## src/rtl/fxp_pkg.sv

```systemverilog
// Shared fixed-point trading types: order side, gateway state and order field widths.
package fxp_pkg;

   localparam int unsigned ORD_QTY_W = 16;
   localparam int unsigned ORD_SEQ_W = 16;

   typedef enum logic {
      BUY  = 1'b0,
      SELL = 1'b1
   } order_side_e;

   typedef enum logic [1:0] {
      GW_IDLE,
      GW_ISSUE,
      GW_COOLDOWN,
      GW_HALTED
   } gw_state_e;

endpackage

```

## src/rtl/order_qty_calc.sv

```systemverilog
// Lot quantity from a Q16.16 signal: |signal| >> QTY_SHIFT, clipped to the qty width.
module order_qty_calc
   import fxp_pkg::*;
#(
   parameter int unsigned QTY_SHIFT = 8
) (
   input  logic [31:0]          signal_in,
   output logic [ORD_QTY_W-1:0] qty
);

   logic [32:0] sig_ext;
   logic [32:0] mag;
   logic [32:0] shifted;

   // 33-bit magnitude so that -2^31 does not overflow back to negative
   always_comb begin
      sig_ext = {signal_in[31], signal_in};
      mag     = sig_ext[32] ? (33'd0 - sig_ext) : sig_ext;
      shifted = mag >> QTY_SHIFT;
      qty     = (|shifted[32:ORD_QTY_W]) ? '1 : shifted[ORD_QTY_W-1:0];
   end

endmodule

```

## src/rtl/order_gateway.sv

```systemverilog
// Turns qualifying decision beats into buy/sell orders, with post-order cooldown and latched kill halt.
module order_gateway
   import fxp_pkg::*;
#(
   parameter logic signed [31:0] BUY_THRESH  = 32'sh0000_8000,
   parameter logic signed [31:0] SELL_THRESH = -32'sh0000_8000,
   parameter int unsigned        QTY_SHIFT   = 8,
   parameter int unsigned        COOLDOWN    = 4
) (
   input  logic                 clk,
   input  logic                 rst,
   input  logic                 in_valid,
   output logic                 in_ready,
   input  logic [31:0]          signal_in,
   input  logic                 allow_trade_in,
   input  logic                 kill_switch_in,
   output logic                 ord_valid,
   input  logic                 ord_ready,
   output logic                 ord_side,
   output logic [ORD_QTY_W-1:0] ord_qty,
   output logic [ORD_SEQ_W-1:0] ord_seq,
   input  logic                 halt_clear,
   output logic                 halted,
   output logic [15:0]          drop_count
);

   gw_state_e             state, state_nx;
   order_side_e           side_q;
   logic [15:0]           cd_cnt;
   logic [ORD_QTY_W-1:0]  qty_calc;
   logic                  accept;
   logic                  is_buy;
   logic                  is_sell;
   logic                  dropping;

   order_qty_calc #(
      .QTY_SHIFT(QTY_SHIFT)
   ) u_qty (
      .signal_in(signal_in),
      .qty      (qty_calc)
   );

   assign is_buy  = $signed(signal_in) >= BUY_THRESH;
   assign is_sell = $signed(signal_in) <= SELL_THRESH;

   always_comb begin
      state_nx  = state;
      in_ready  = !rst && (state != GW_ISSUE);
      accept    = in_valid && in_ready;
      ord_valid = (state == GW_ISSUE);
      halted    = (state == GW_HALTED);
      dropping  = accept && ((state == GW_COOLDOWN) || (state == GW_HALTED));
      case (state)
         GW_IDLE: begin
            if (accept) begin
               if (kill_switch_in)
                  state_nx = GW_HALTED;
               else if (allow_trade_in && (is_buy || is_sell))
                  state_nx = GW_ISSUE;
            end
         end
         GW_ISSUE: begin
            if (ord_ready)
               state_nx = (COOLDOWN == 0) ? GW_IDLE : GW_COOLDOWN;
         end
         GW_COOLDOWN: begin
            if (accept && kill_switch_in)
               state_nx = GW_HALTED;
            else if (cd_cnt <= 16'd1)
               state_nx = GW_IDLE;
         end
         GW_HALTED: begin
            if (halt_clear && !(accept && kill_switch_in))
               state_nx = GW_IDLE;
         end
         default: state_nx = GW_IDLE;
      endcase
   end

   always_ff @(posedge clk) begin
      if (rst) begin
         state      <= GW_IDLE;
         side_q     <= BUY;
         ord_qty    <= '0;
         ord_seq    <= '0;
         drop_count <= '0;
         cd_cnt     <= '0;
      end else begin
         state <= state_nx;
         if ((state == GW_IDLE) && (state_nx == GW_ISSUE)) begin
            side_q  <= is_buy ? BUY : SELL;
            ord_qty <= qty_calc;
         end
         if ((state == GW_ISSUE) && ord_ready) begin
            ord_seq <= ord_seq + 16'd1;
            cd_cnt  <= 16'(COOLDOWN);
         end else if ((state == GW_COOLDOWN) && (cd_cnt != '0)) begin
            cd_cnt <= cd_cnt - 16'd1;
         end
         if (dropping && (drop_count != '1))
            drop_count <= drop_count + 16'd1;
      end
   end

   assign ord_side = side_q;

endmodule
```

## config.mk

```make
export PLATFORM = sky130hd
export DESIGN_NAME = order_gateway
export DESIGN_NICKNAME = d
export VERILOG_FILES = /design/src/rtl/fxp_pkg.sv /design/src/rtl/order_qty_calc.sv /design/src/rtl/order_gateway.sv
export SDC_FILE = /design/constraint.sdc
export NUM_CORES = 1
export LEC_CHECK = 0
export ABC_AREA = 1
export BUFFER_PORTS_ARGS = -buffer_cell sky130_fd_sc_hd__clkbuf_2
export CORE_MARGIN = 3
export CORE_UTILIZATION = 55
export CTS_CLUSTER_DIAMETER = 120
export DETAILED_ROUTE_END_ITERATION = 7
export GPL_ROUTABILITY_DRIVEN = 1
export GPL_TIMING_DRIVEN = 0
export PLACE_DENSITY = 0.88
export SLEW_MARGIN = 15
export SYNTH_ARGS = -nofsm -noshare
export SYNTH_HDL_FRONTEND = slang
export SYNTH_SLANG_ARGS = --single-unit
```

## constraint.sdc

```tcl
create_clock -name clk -period 2.25 [get_ports clk]
set_clock_uncertainty 0.05 [all_clocks]
set_input_delay 0.45 -clock clk [delete_from_list [all_inputs] [get_ports clk]]
set_output_delay 0.45 -clock clk [all_outputs]
set_load 0.02 [all_outputs]
```

==> results_dict.tcl <==
set metrics [dict create \
    status "finished clean" \
    ant_nets 0 \
    r2r-start "cd_cnt[0]" \
    synthAdderAreaFrac 0.0121 \
    ff2ff_setup_slack_ns 0.21 \
    setup_slack_ns 0.208 \
    drc_errors 0 \
    fillers 633 \
    cp.arrival_ns 2.27 \
    dr.first_iter.drc_count 181 \
    ys_types 42 \
    synth_warnings 0 \
    ys_seq_area_frac 0.324 \
    grt_max_degree 11 \
    cp-end-kind "flop" \
    reg2reg_depth 13 \
    dp_hpwl_um 8520 \
    hold_end "ord_seq[1]" \
    synth_top_family_by_area "simple AND/OR/NAND/NOR gates" \
    syn_avg_cell_area_um2 6.52 \
    grt_setup_unrepaired "false" \
    die_y_um 92.7 \
    drv_cap 0 \
    die_x_um 92.7 \
    start_util 0.586 \
    area_growth_pct 18.8 \
    die_area_um2 8600 \
    relSlewSlack 0.631 \
    antenna_found_initial 0 \
    crit_type "flop to flop" \
    pre_cts_ws_ns 0.00588 \
    drt_pass1_iterations 5 \
    totalNegativeSetupSlack_ns 0 \
    core_um2 7060 \
    vias_per_cell 5.44 \
    wl_per_cell_um 13.0 \
    yosys.area_share.simple 0.412 \
    htree_levels 3 \
    leakagePower_nw 2.18 \
    cellPowerDensity_nw_per_um2 896 \
    synth_cells 634 \
    vias 4536 \
    fin_util 0.696 \
    whs_path_depth 3 \
    grt_pass1_vias 4161 \
    slew_violations 0 \
    worstPathRequired_ns 2.47 \
    grt_pass1_wl_um 18100 \
    n_antenna_cell 0 \
    wirelength_um 10800 \
    hold_buffers 0 \
    hold_start "ord_ready" \
    start_kind "flop" \
    cts_tree "yes" \
    drive_above_1_share 0.228 \
    finalHoldViolCount 0 \
    synthXorXnorAreaFrac 0.0466 \
    setup_viol 0 \
    clkTransAtPathRegs_ns 0.07 \
    track_usage 0.255 \
    cts_max_path_buffers 2 \
    rr_endpoint "cd_cnt[13]" \
    ir_drop_mv 0.500 \
    gp_congestion 0.952 \
    synth.ff_latch_count 67 \
    clkSinkCount 67 \
    nets 778 \
    postCtsSetupRepairBufs 0 \
    synth_area_um2 4140 \
    layout_worst_path_cycle_share 0.908 \
    port_buffers 90 \
    min_path_type "input pin to flop" \
    fp-row-count 30 \
    fmax_ghz 0.490 \
    tightest_slew_ns 0.554 \
    cts.root.buffer_cell "clkbuf_8" \
    gr-total-overflow 0 \
    clk_latency_ns 0.34 \
    muxShareOfSynthArea 0 \
    synth_nets 677 \
    io_pins 91 \
    cts_buffers 9 \
    worst-path-max-fanout 7 \
    fin_crit_ns 2.04 \
    synth_compound_area_frac 0.125 \
]
critical path: stages, from the launching register on:
cell and delay [ns]:
dfxtp_1 0.36, inv_1 0.12, ha_1 0.27, inv_1 0.12, nor3_1 0.07, nand2_1 0.08
nand2_2 0.12, nor2_2 0.15, nand3_2 0.11, nor2_2 0.15, nand2_1 0.11, o21bai_1 0.14
nand2_1 0.07, nor2_1 0.07
sequential cells by signal (all words and copies together) (netlist names):
signal,count
ord_seq,16
ord_side,1
cd_cnt,16
state,2
drop_count,16
ord_qty,16
area by class of cell:
type	instances	area (um2)	area share
Clock buffer	12	165	0.0336
Inverter	73	277	0.0563
Timing Repair Buffer	90	450	0.0916
Sequential cell	67	1340	0.273
Buffer	10	53.8	0.0109
Tap cell	96	120	0.0244
Clock inverter	2	35.0	0.00713
Multi-Input combinational cell	484	2470	0.503
layout by cell type, fill, tap and decap left out, types with 2 or more instances in the layout:
master    instances
nor3_1           22
nor2_1          104
xnor2_1           3
clkbuf_1          6
nand3_1          38
a31oi_1           6
clkbuf_2         90
inv_1            65
nor3b_1           2
nand3_2           4
buf_4             2
dfxtp_1          67
nand4_1          14
clkbuf_8         12
xor2_1           19
o21ai_0          41
nor2_2           31
nor4_1            3
nand2_2           8
inv_2             6
nand3b_1          2
o21a_1            6
nand2_1         124
nor2_4            3
a21oi_1          35
and3_1            2
ha_1              4
routing by layer:
| layer | share of wire | global-route usage | routed length (um) |
|---|---|---|---|
| met1 | 0.42 | 0.309 | 4560 |
| met2 | 0.48 | 0.449 | 5210 |
| met3 | 0.082 | 0.0414 | 883 |
| met4 | 0.016 | 0.100 | 170 |
| met5 | 0 | 0 | 0 |
timing repair:
action	CTS	global route
resized for setup	0	2
endpoints found under the setup margin	0	2
endpoints found under the hold margin	0	0
per-stage QoR:
stage,area [um2],instances,total power [W],hold WS (ns)
after floorplan,4140,634,0.00289,0.412
after global placement,4710,820,0.00323,0.388
after detailed placement,4710,820,0.00330,0.401
after CTS,4910,834,0.00436,0.373
after global routing,4910,834,0.00467,0.429
final,4910,834,0.00440,0.386
synthesized netlist by cell type (all sizes together):
| master | n | area (um2) |
|---|---|---|
| xnor2 | 3 | 26.3 |
| nor3 | 24 | 136 |
| ha | 4 | 50.1 |
| o21a | 6 | 45.0 |
| a31o | 1 | 8.76 |
| clkinv | 1 | 3.75 |
| o2111ai | 1 | 8.76 |
| nand3 | 43 | 243 |
| nand3b | 2 | 15.0 |
| and3 | 2 | 12.5 |
| nand4 | 16 | 121 |
| xor2 | 19 | 166 |
| o211a | 1 | 10.0 |
| buf | 4 | 31.3 |
| dfxtp | 67 | 1340 |
| a31oi | 6 | 37.5 |
| a21oi | 35 | 175 |
| o21ai | 42 | 210 |
| nand2 | 133 | 527 |
| nor3b | 2 | 15.0 |
| nor4 | 3 | 18.8 |
| o21bai | 1 | 7.51 |
| inv | 72 | 273 |
| o31ai | 1 | 7.51 |
| clkbuf | 6 | 22.5 |
| nor2 | 138 | 616 |
| o211ai | 1 | 7.51 |
worst max-delay path by stage:
stage | depth (start not counted) | slack (ns) | to | start
floorplan | 15 | 0.41 | ord_qty[5] | signal_in[6]
global placement | 12 | 0.05 | ord_qty[11] | signal_in[8]
detailed placement | 12 | 0.006 | ord_qty[6] | signal_in[8]
CTS | 13 | 0.19 | cd_cnt[13] | cd_cnt[0]
global route | 12 | 0.01 | cd_cnt[10] | cd_cnt[0]
finish | 13 | 0.21 | cd_cnt[13] | cd_cnt[0]
cell families after synthesis:
family                   after synthesis
AND/OR/NAND/NOR                      363
adder cells (fa/ha/maj)                4
XOR/XNOR                              22
buffers and inverters                 83
AO/OA/AOI/OAI                         95
flip-flops                            67
report_power, final:
group | total, W | switching [W] | internal [W]
logic | 0.00185 | 0.00120 | 0.000656
clock network | 0.00102 | 0.000428 | 0.000589
registers | 0.00153 | 0.000164 | 0.00137
total | 0.00440 | 0.00179 | 0.00261
Note: power is estimated with default switching activity, not from simulation.
